## config.mk

```make
export PLATFORM = sky130hd
export DESIGN_NAME = countdown_timer_dp_flat
export DESIGN_NICKNAME = d
export VERILOG_FILES = /design/src/rtl/countdown_timer_dp_if.sv /design/src/rtl/countdown_timer_dp.sv /design/src/flat_wrapper.sv
export SDC_FILE = /design/constraint.sdc
export NUM_CORES = 1
export LEC_CHECK = 0
export CAP_MARGIN = 20
export CORE_ASPECT_RATIO = 1.2
export CORE_MARGIN = 10
export CORE_UTILIZATION = 53
export CTS_BUF_LIST = sky130_fd_sc_hd__clkbuf_2
export CTS_CLUSTER_SIZE = 20
export DETAILED_ROUTE_END_ITERATION = 6
export PLACE_DENSITY = 0.83
export SLEW_MARGIN = 20
export SYNTH_ARGS = -nofsm -noshare
export SYNTH_HDL_FRONTEND = slang
export SYNTH_SLANG_ARGS = --single-unit
```

## constraint.sdc

```tcl
create_clock -name clk -period 2.71 [get_ports clk]
set_input_delay 0.4065 -clock clk [delete_from_list [all_inputs] [get_ports clk]]
set_output_delay 0.4065 -clock clk [all_outputs]
set_load 0.01 [all_outputs]
```

## src/rtl/countdown_timer_dp_if.sv

```systemverilog
// Control/setpoint inputs and time/status outputs of the countdown timer.
// The timer itself connects through the slave modport.
interface countdown_timer_dp_if;
    logic       i_load;
    logic       i_start;
    logic       i_clear;
    logic [4:0] i_set_hour;
    logic [5:0] i_set_min;
    logic [5:0] i_set_sec;
    logic [6:0] i_set_msec;
    logic [6:0] msec;
    logic [5:0] sec;
    logic [5:0] min;
    logic [4:0] hour;
    logic       o_running;
    logic       o_done;
    logic       o_expired;

    modport slave (
        input  i_load, i_start, i_clear, i_set_hour, i_set_min, i_set_sec, i_set_msec,
        output msec, sec, min, hour, o_running, o_done, o_expired
    );
    modport master (
        output i_load, i_start, i_clear, i_set_hour, i_set_min, i_set_sec, i_set_msec,
        input  msec, sec, min, hour, o_running, o_done, o_expired
    );
endinterface

```

## src/rtl/countdown_timer_dp.sv

```systemverilog
// Countdown timer datapath: loads an h:m:s.cs setpoint and decrements it once per
// 10 ms tick down to zero, with its own IDLE/RUN/PAUSE/DONE control and prescaler.
module countdown_timer_dp #(
    parameter int FCOUNT   = 1_000_000,
    parameter int MAX_HOUR = 23
) (
    input  logic                 clk,
    input  logic                 reset,
    countdown_timer_dp_if.slave  bus
);
    localparam int PW = (FCOUNT > 1) ? $clog2(FCOUNT) : 1;
    localparam logic [PW-1:0] PLAST = PW'(FCOUNT - 1);

    typedef enum logic [1:0] {IDLE, RUN, PAUSE, DONE} state_t;

    state_t        state_q, state_d;
    logic [4:0]    hour_q, hour_d;
    logic [5:0]    min_q, min_d;
    logic [5:0]    sec_q, sec_d;
    logic [6:0]    msec_q, msec_d;
    logic [PW-1:0] presc_q, presc_d;
    logic          tick_q, tick_d;
    logic          done_q, done_d;
    logic          running_q, running_d;
    logic          expired_q, expired_d;
    logic          cnt_zero, cnt_one;

    assign cnt_zero = (hour_q == '0) && (min_q == '0) && (sec_q == '0) && (msec_q == '0);
    assign cnt_one  = (hour_q == '0) && (min_q == '0) && (sec_q == '0) && (msec_q == 7'd1);

    always_comb begin
        state_d = state_q;
        hour_d  = hour_q;
        min_d   = min_q;
        sec_d   = sec_q;
        msec_d  = msec_q;
        presc_d = presc_q;
        tick_d  = 1'b0;
        done_d  = 1'b0;

        // Prescaler runs only in RUN, holds in PAUSE so a resume keeps the partial count.
        if (state_q == RUN) begin
            if (presc_q == PLAST) begin
                presc_d = '0;
                tick_d  = 1'b1;
            end else begin
                presc_d = presc_q + 1'b1;
            end
        end else if (state_q != PAUSE) begin
            presc_d = '0;
        end

        if (bus.i_clear) begin
            {hour_d, min_d, sec_d, msec_d} = '0;
            presc_d = '0;
            tick_d  = 1'b0;
            state_d = IDLE;
        end else if (bus.i_load && state_q != RUN) begin
            hour_d  = (bus.i_set_hour > 5'(MAX_HOUR)) ? 5'(MAX_HOUR) : bus.i_set_hour;
            min_d   = (bus.i_set_min  > 6'd59) ? 6'd59 : bus.i_set_min;
            sec_d   = (bus.i_set_sec  > 6'd59) ? 6'd59 : bus.i_set_sec;
            msec_d  = (bus.i_set_msec > 7'd99) ? 7'd99 : bus.i_set_msec;
            presc_d = '0;
            tick_d  = 1'b0;
            state_d = IDLE;
        end else if (bus.i_start) begin
            // A tick landing with a pause pulse is dropped: no decrement on this path.
            case (state_q)
                IDLE:    if (!cnt_zero) state_d = RUN;
                RUN:     state_d = PAUSE;
                PAUSE:   state_d = RUN;
                default: state_d = state_q;
            endcase
        end else if (state_q == RUN && tick_q) begin
            if (msec_q != '0) begin
                msec_d = msec_q - 1'b1;
            end else begin
                msec_d = 7'd99;
                if (sec_q != '0) begin
                    sec_d = sec_q - 1'b1;
                end else begin
                    sec_d = 6'd59;
                    if (min_q != '0) begin
                        min_d = min_q - 1'b1;
                    end else begin
                        min_d  = 6'd59;
                        hour_d = hour_q - 1'b1;
                    end
                end
            end
            if (cnt_one) begin
                state_d = DONE;
                done_d  = 1'b1;
                presc_d = '0;
                tick_d  = 1'b0;
            end
        end

        running_d = (state_d == RUN);
        expired_d = (state_d == DONE);
    end

    always_ff @(posedge clk or negedge reset) begin
        if (!reset) begin
            state_q   <= IDLE;
            hour_q    <= '0;
            min_q     <= '0;
            sec_q     <= '0;
            msec_q    <= '0;
            presc_q   <= '0;
            tick_q    <= 1'b0;
            done_q    <= 1'b0;
            running_q <= 1'b0;
            expired_q <= 1'b0;
        end else begin
            state_q   <= state_d;
            hour_q    <= hour_d;
            min_q     <= min_d;
            sec_q     <= sec_d;
            msec_q    <= msec_d;
            presc_q   <= presc_d;
            tick_q    <= tick_d;
            done_q    <= done_d;
            running_q <= running_d;
            expired_q <= expired_d;
        end
    end

    assign bus.hour      = hour_q;
    assign bus.min       = min_q;
    assign bus.sec       = sec_q;
    assign bus.msec      = msec_q;
    assign bus.o_running = running_q;
    assign bus.o_done    = done_q;
    assign bus.o_expired = expired_q;
endmodule

```

## src/flat_wrapper.sv

```systemverilog
// flat-port wrapper written by rule: the top's interface ports become plain ports
module countdown_timer_dp_flat 
#(
    parameter int FCOUNT   = 1_000_000,
    parameter int MAX_HOUR = 23
)
  (clk, reset, bus_i_load, bus_i_start, bus_i_clear, bus_i_set_hour, bus_i_set_min, bus_i_set_sec, bus_i_set_msec, bus_msec, bus_sec, bus_min, bus_hour, bus_o_running, bus_o_done, bus_o_expired);
  countdown_timer_dp_if bus_i ();
  input  logic clk;
  input  logic reset;
  input wire logic [$bits(bus_i.i_load)-1:0] bus_i_load;
  input wire logic [$bits(bus_i.i_start)-1:0] bus_i_start;
  input wire logic [$bits(bus_i.i_clear)-1:0] bus_i_clear;
  input wire logic [$bits(bus_i.i_set_hour)-1:0] bus_i_set_hour;
  input wire logic [$bits(bus_i.i_set_min)-1:0] bus_i_set_min;
  input wire logic [$bits(bus_i.i_set_sec)-1:0] bus_i_set_sec;
  input wire logic [$bits(bus_i.i_set_msec)-1:0] bus_i_set_msec;
  output wire logic [$bits(bus_i.msec)-1:0] bus_msec;
  output wire logic [$bits(bus_i.sec)-1:0] bus_sec;
  output wire logic [$bits(bus_i.min)-1:0] bus_min;
  output wire logic [$bits(bus_i.hour)-1:0] bus_hour;
  output wire logic [$bits(bus_i.o_running)-1:0] bus_o_running;
  output wire logic [$bits(bus_i.o_done)-1:0] bus_o_done;
  output wire logic [$bits(bus_i.o_expired)-1:0] bus_o_expired;
  assign bus_i.i_load = bus_i_load;
  assign bus_i.i_start = bus_i_start;
  assign bus_i.i_clear = bus_i_clear;
  assign bus_i.i_set_hour = bus_i_set_hour;
  assign bus_i.i_set_min = bus_i_set_min;
  assign bus_i.i_set_sec = bus_i_set_sec;
  assign bus_i.i_set_msec = bus_i_set_msec;
  assign bus_msec = bus_i.msec;
  assign bus_sec = bus_i.sec;
  assign bus_min = bus_i.min;
  assign bus_hour = bus_i.hour;
  assign bus_o_running = bus_i.o_running;
  assign bus_o_done = bus_i.o_done;
  assign bus_o_expired = bus_i.o_expired;
  countdown_timer_dp #(.FCOUNT(FCOUNT), .MAX_HOUR(MAX_HOUR)) u_core (.clk(clk), .reset(reset), .bus(bus_i));
endmodule
```

==> flow_summary_export.csv <==
group,metric,value,unit
grt,use_met1,20.2,%
power,p_comb_share,30.7,%
yosys,yosys_warnings,0,
routing,viasPerCell,6.38,
critical_path,endpoint_kind,"register",
grt,use_met2,33.2,%
timing,setup_viol,0,
power,leakagePower,0.00157,uW
routing,totalWireLength,9.44,mm
power,internal-power,1240,uW
yosys,synth-simple-area-share,28.0,%
layout,multi_input_area,1910,sq um
yosys,ys_ff_latch,50,
yosys,synth_top_family_by_area,"simple AND/OR/NAND/NOR gates",
grt,grt_max_degree,23,
timing,finalHoldViolCount,0,
clock_network,post-cts-setup-buffers,0,
flow_run,maxCapViolCount,0,
critical_path,slowest_delay,0.66,ns
routing,drt-pass1-iter-count,5,
timing,period_needed,2.49,ns
layout,fin_util,66.8,%
timing,fin_setup_tns,0,ns
critical_path,worstPathMaxFanout,20,
yosys,synth_area,3310,sq um
power,clockPowerShare,22.0,%
layout,n_fill_cell,529,
routing,ant_nets,0,
power,p_sw,623,uW
critical_path,reg2reg_depth,8,
power,ir_drop,0.277,mV
timing,slew_viol_final,0,
clock_network,numCtsBuffers,5,
routing,drc,0,
timing,fmax,0.402,GHz
yosys,synth_edf_count,0,
routing,vias,3405,
layout,final_layout_size_suffix_gt1_share,8.19,%
grt,grt_pass1_wl,15.6,mm
timing,slew_headroom,45.3,%
placement,post-place-ws,0.168,ns
power,pwr-share-seq,47.2,%
yosys,yosysSeqAreaShare,37.9,%
routing,wl_per_cell,17.7,um
hold_path,hold_path.class,"input port to asynchronous set/reset pin",
die,die_w,92.1,um
grt,grt_antenna_before_repair,0,
yosys,async_flop_share,100,%
placement,dp_hpwl,7.03,mm
critical_path,critPathKind,"register to register",
yosys,muxShareOfSynthArea,0.606,%
yosys,synthCells,396,
critical_path,arrival,2.83,ns
yosys,yosysUniqueCellTypes,52,
yosys,synth_xor_area_share,2.12,%
layout,num_antenna_cells,0,
timing,tightest_slew,0.819,ns
clock_network,cts.path.max_buffers,2,
grt,grt-ovfl-total,0,
layout,area_growth,22.3,%
yosys,syn_nets,435,
critical_path,worstPathRequired,3.05,ns
grt,grtUsageMet3,5.28,%
die,die_h,107,um
yosys,synth_compound_area_share,23.1,%
clock_network,clkLatencyLatePin,0.44,ns
grt,grt_pass1_vias,3344,
critical_path,worstPathCellList,"inv_1 -> ha_1 -> or4b_2 -> nor4_2 -> nand4_1 -> nand2_1 -> buf_4 -> nor3_1",
power,switching_share,33.5,%
layout,regArea,1250,sq um
clock_network,clockRootBuffer,"clkbuf_2",
layout,nets,490,
yosys,synth_adder_area_share,3.79,%
outcome,outcome,"complete, no violations",
timing,skew,0.0256,ns
timing,setup_slack,0.224,ns
critical_path,critPathSlowestCell,"or4b_2",
yosys,syn_avg_cell_area,8.35,sq um
timing,finalCritPeriodShare,91.7,%
clock_network,cts_sinks,50,
placement,portBuffers,55,
die,dieArea,9810,sq um
clock_network,cts_tree,"built",
timing,hold_ws,0.344,ns
timing,rsz0062_at_grt,"false",
clock_network,path_clk_slew,0.27,ns
routing,initialDrtViolationCount,221,
power,power_density,460,nW/um^2
grt,grtUsageTotal,18.7,%
die,row_count,31,
critical_path,crit_path_start_kind,"register",
yosys,synthFlopType,"dfrtp_1",
die,io_pins,56,
placement,gp_congestion,0.910,
die,initial_utilization,54.6,%
grt,busiest_layer,"met2",
die,coreArea,6050,sq um
clock_network,h-tree-depth,2,
-- power groups by stage --
stage / Combinational, uW / Sequential [uW] / Clock, uW
6_report: 571 / 878 / 410
5_1_grt: 625 / 887 / 439
4_1_cts: 569 / 874 / 413
3_5_place_dp: 565 / 887 / 0
3_3_place_gp: 556 / 883 / 0
2_1_floorplan: 297 / 891 / 0
-- routing by layer --
layer  share of wire, %  wire [um]
met5                  0          0
met4                3.4        318
met3                7.6        722
met2                 51       4840
met1                 38       3560
-- synthesized netlist by cell type, drive strengths merged (4+ instances only) --
cell type	number	area share (%)
dfrtp	50	38
nand2	41	4.7
nor2	41	4.7
a21oi	30	4.7
nor3	26	3.9
o21ai	18	2.7
inv	16	1.8
nand3	16	2.4
a211oi	15	3.4
clkbuf	12	1.4
a31oi	10	1.9
ha	10	3.8
buf	9	1.4
nor4	8	2.5
a311oi	7	1.9
nand4	7	1.3
o211ai	6	1.4
or3	6	1.3
xnor2	6	1.6
a22oi	4	0.91
a41oi	4	1.1
nand2b	4	0.76
nor4b	4	1.1
o22a	4	1.1
-- path summary, 6_finish.rpt --
path	from	endpoint	slack [ns]
worst min register to register	u_core.presc_q[18]	u_core.presc_q[18]	0.53
min in group clk	u_core.presc_q[18]	u_core.presc_q[18]	0.53
worst max-delay path	u_core.bus.hour[0]	u_core.presc_q[17]	0.22
worst min-delay path	reset	u_core.presc_q[3]	0.34
max in group asynchronous	reset	u_core.bus.sec[5]	1.72
worst max register to register	u_core.bus.hour[0]	u_core.presc_q[17]	0.22
-- per-stage QoR --
| stage | power (uW) | instance area [sq um] | cells |
|---|---|---|---|
| 3_5_place_dp | 1450 | 3960 | 525 |
| 3_3_place_gp | 1440 | 3960 | 525 |
| 4_1_cts | 1860 | 4040 | 534 |
| 2_1_floorplan | 1190 | 3310 | 396 |
| 6_report | 1860 | 4040 | 534 |
| 5_1_grt | 1950 | 4040 | 534 |
-- timing repair --
item,4_1_cts,5_1_grt
hold buffers,1,0
endpoints found under the setup margin,0,20
resized for setup,0,1
endpoints found under the hold margin,14,0
-- cells by family after synthesis --
kind of cell               Yosys count
AOI/OAI and AO/OA                  113
and+or+nand+nor                    176
DFF                                 50
buffers and inverters               37
muxes                                2
adders and majority gates           10
xor gates and xnor gates             8
-- state kept, by name (all words and copies together) (netlist names) --
name	flops
u_core.bus.o_expired	1
u_core.bus.msec	7
u_core.bus.min	6
u_core.state_q	2
u_core.bus.o_running	1
u_core.tick_q	1
u_core.bus.hour	5
u_core.bus.o_done	1
u_core.presc_q	20
u_core.bus.sec	6
-- cell type report --
cell class | count | area share, %
inverters | 16 | 1.49
clock inverters | 1 | 0.743
repair buffers | 69 | 16.2
well taps | 82 | 2.54
flip-flops and latches | 50 | 31.0
clock buffers | 7 | 0.867
multi-input cells | 309 | 47.2
-- worst max-delay path: cells and delay by family, from the launching register on --
kind | cells | cell delay (ns)
and+or+nand+nor | 5 | 1.43
adders and majority gates | 1 | 0.14
buffers and inverters | 2 | 0.34
DFF | 1 | 0.48
-- cell usage in the layout, fill, tap and decap left out, types with 15 or more instances in the layout --
cell and count:
inv_1 16, clkdlybuf4s50_1 54, nand3_1 16, dfrtp_1 50, nand2_1 41, a21oi_1 29, nor3_1 26, o21ai_0 18
a211oi_1 15, nor2_1 41
(Power assumes the default switching activity.)
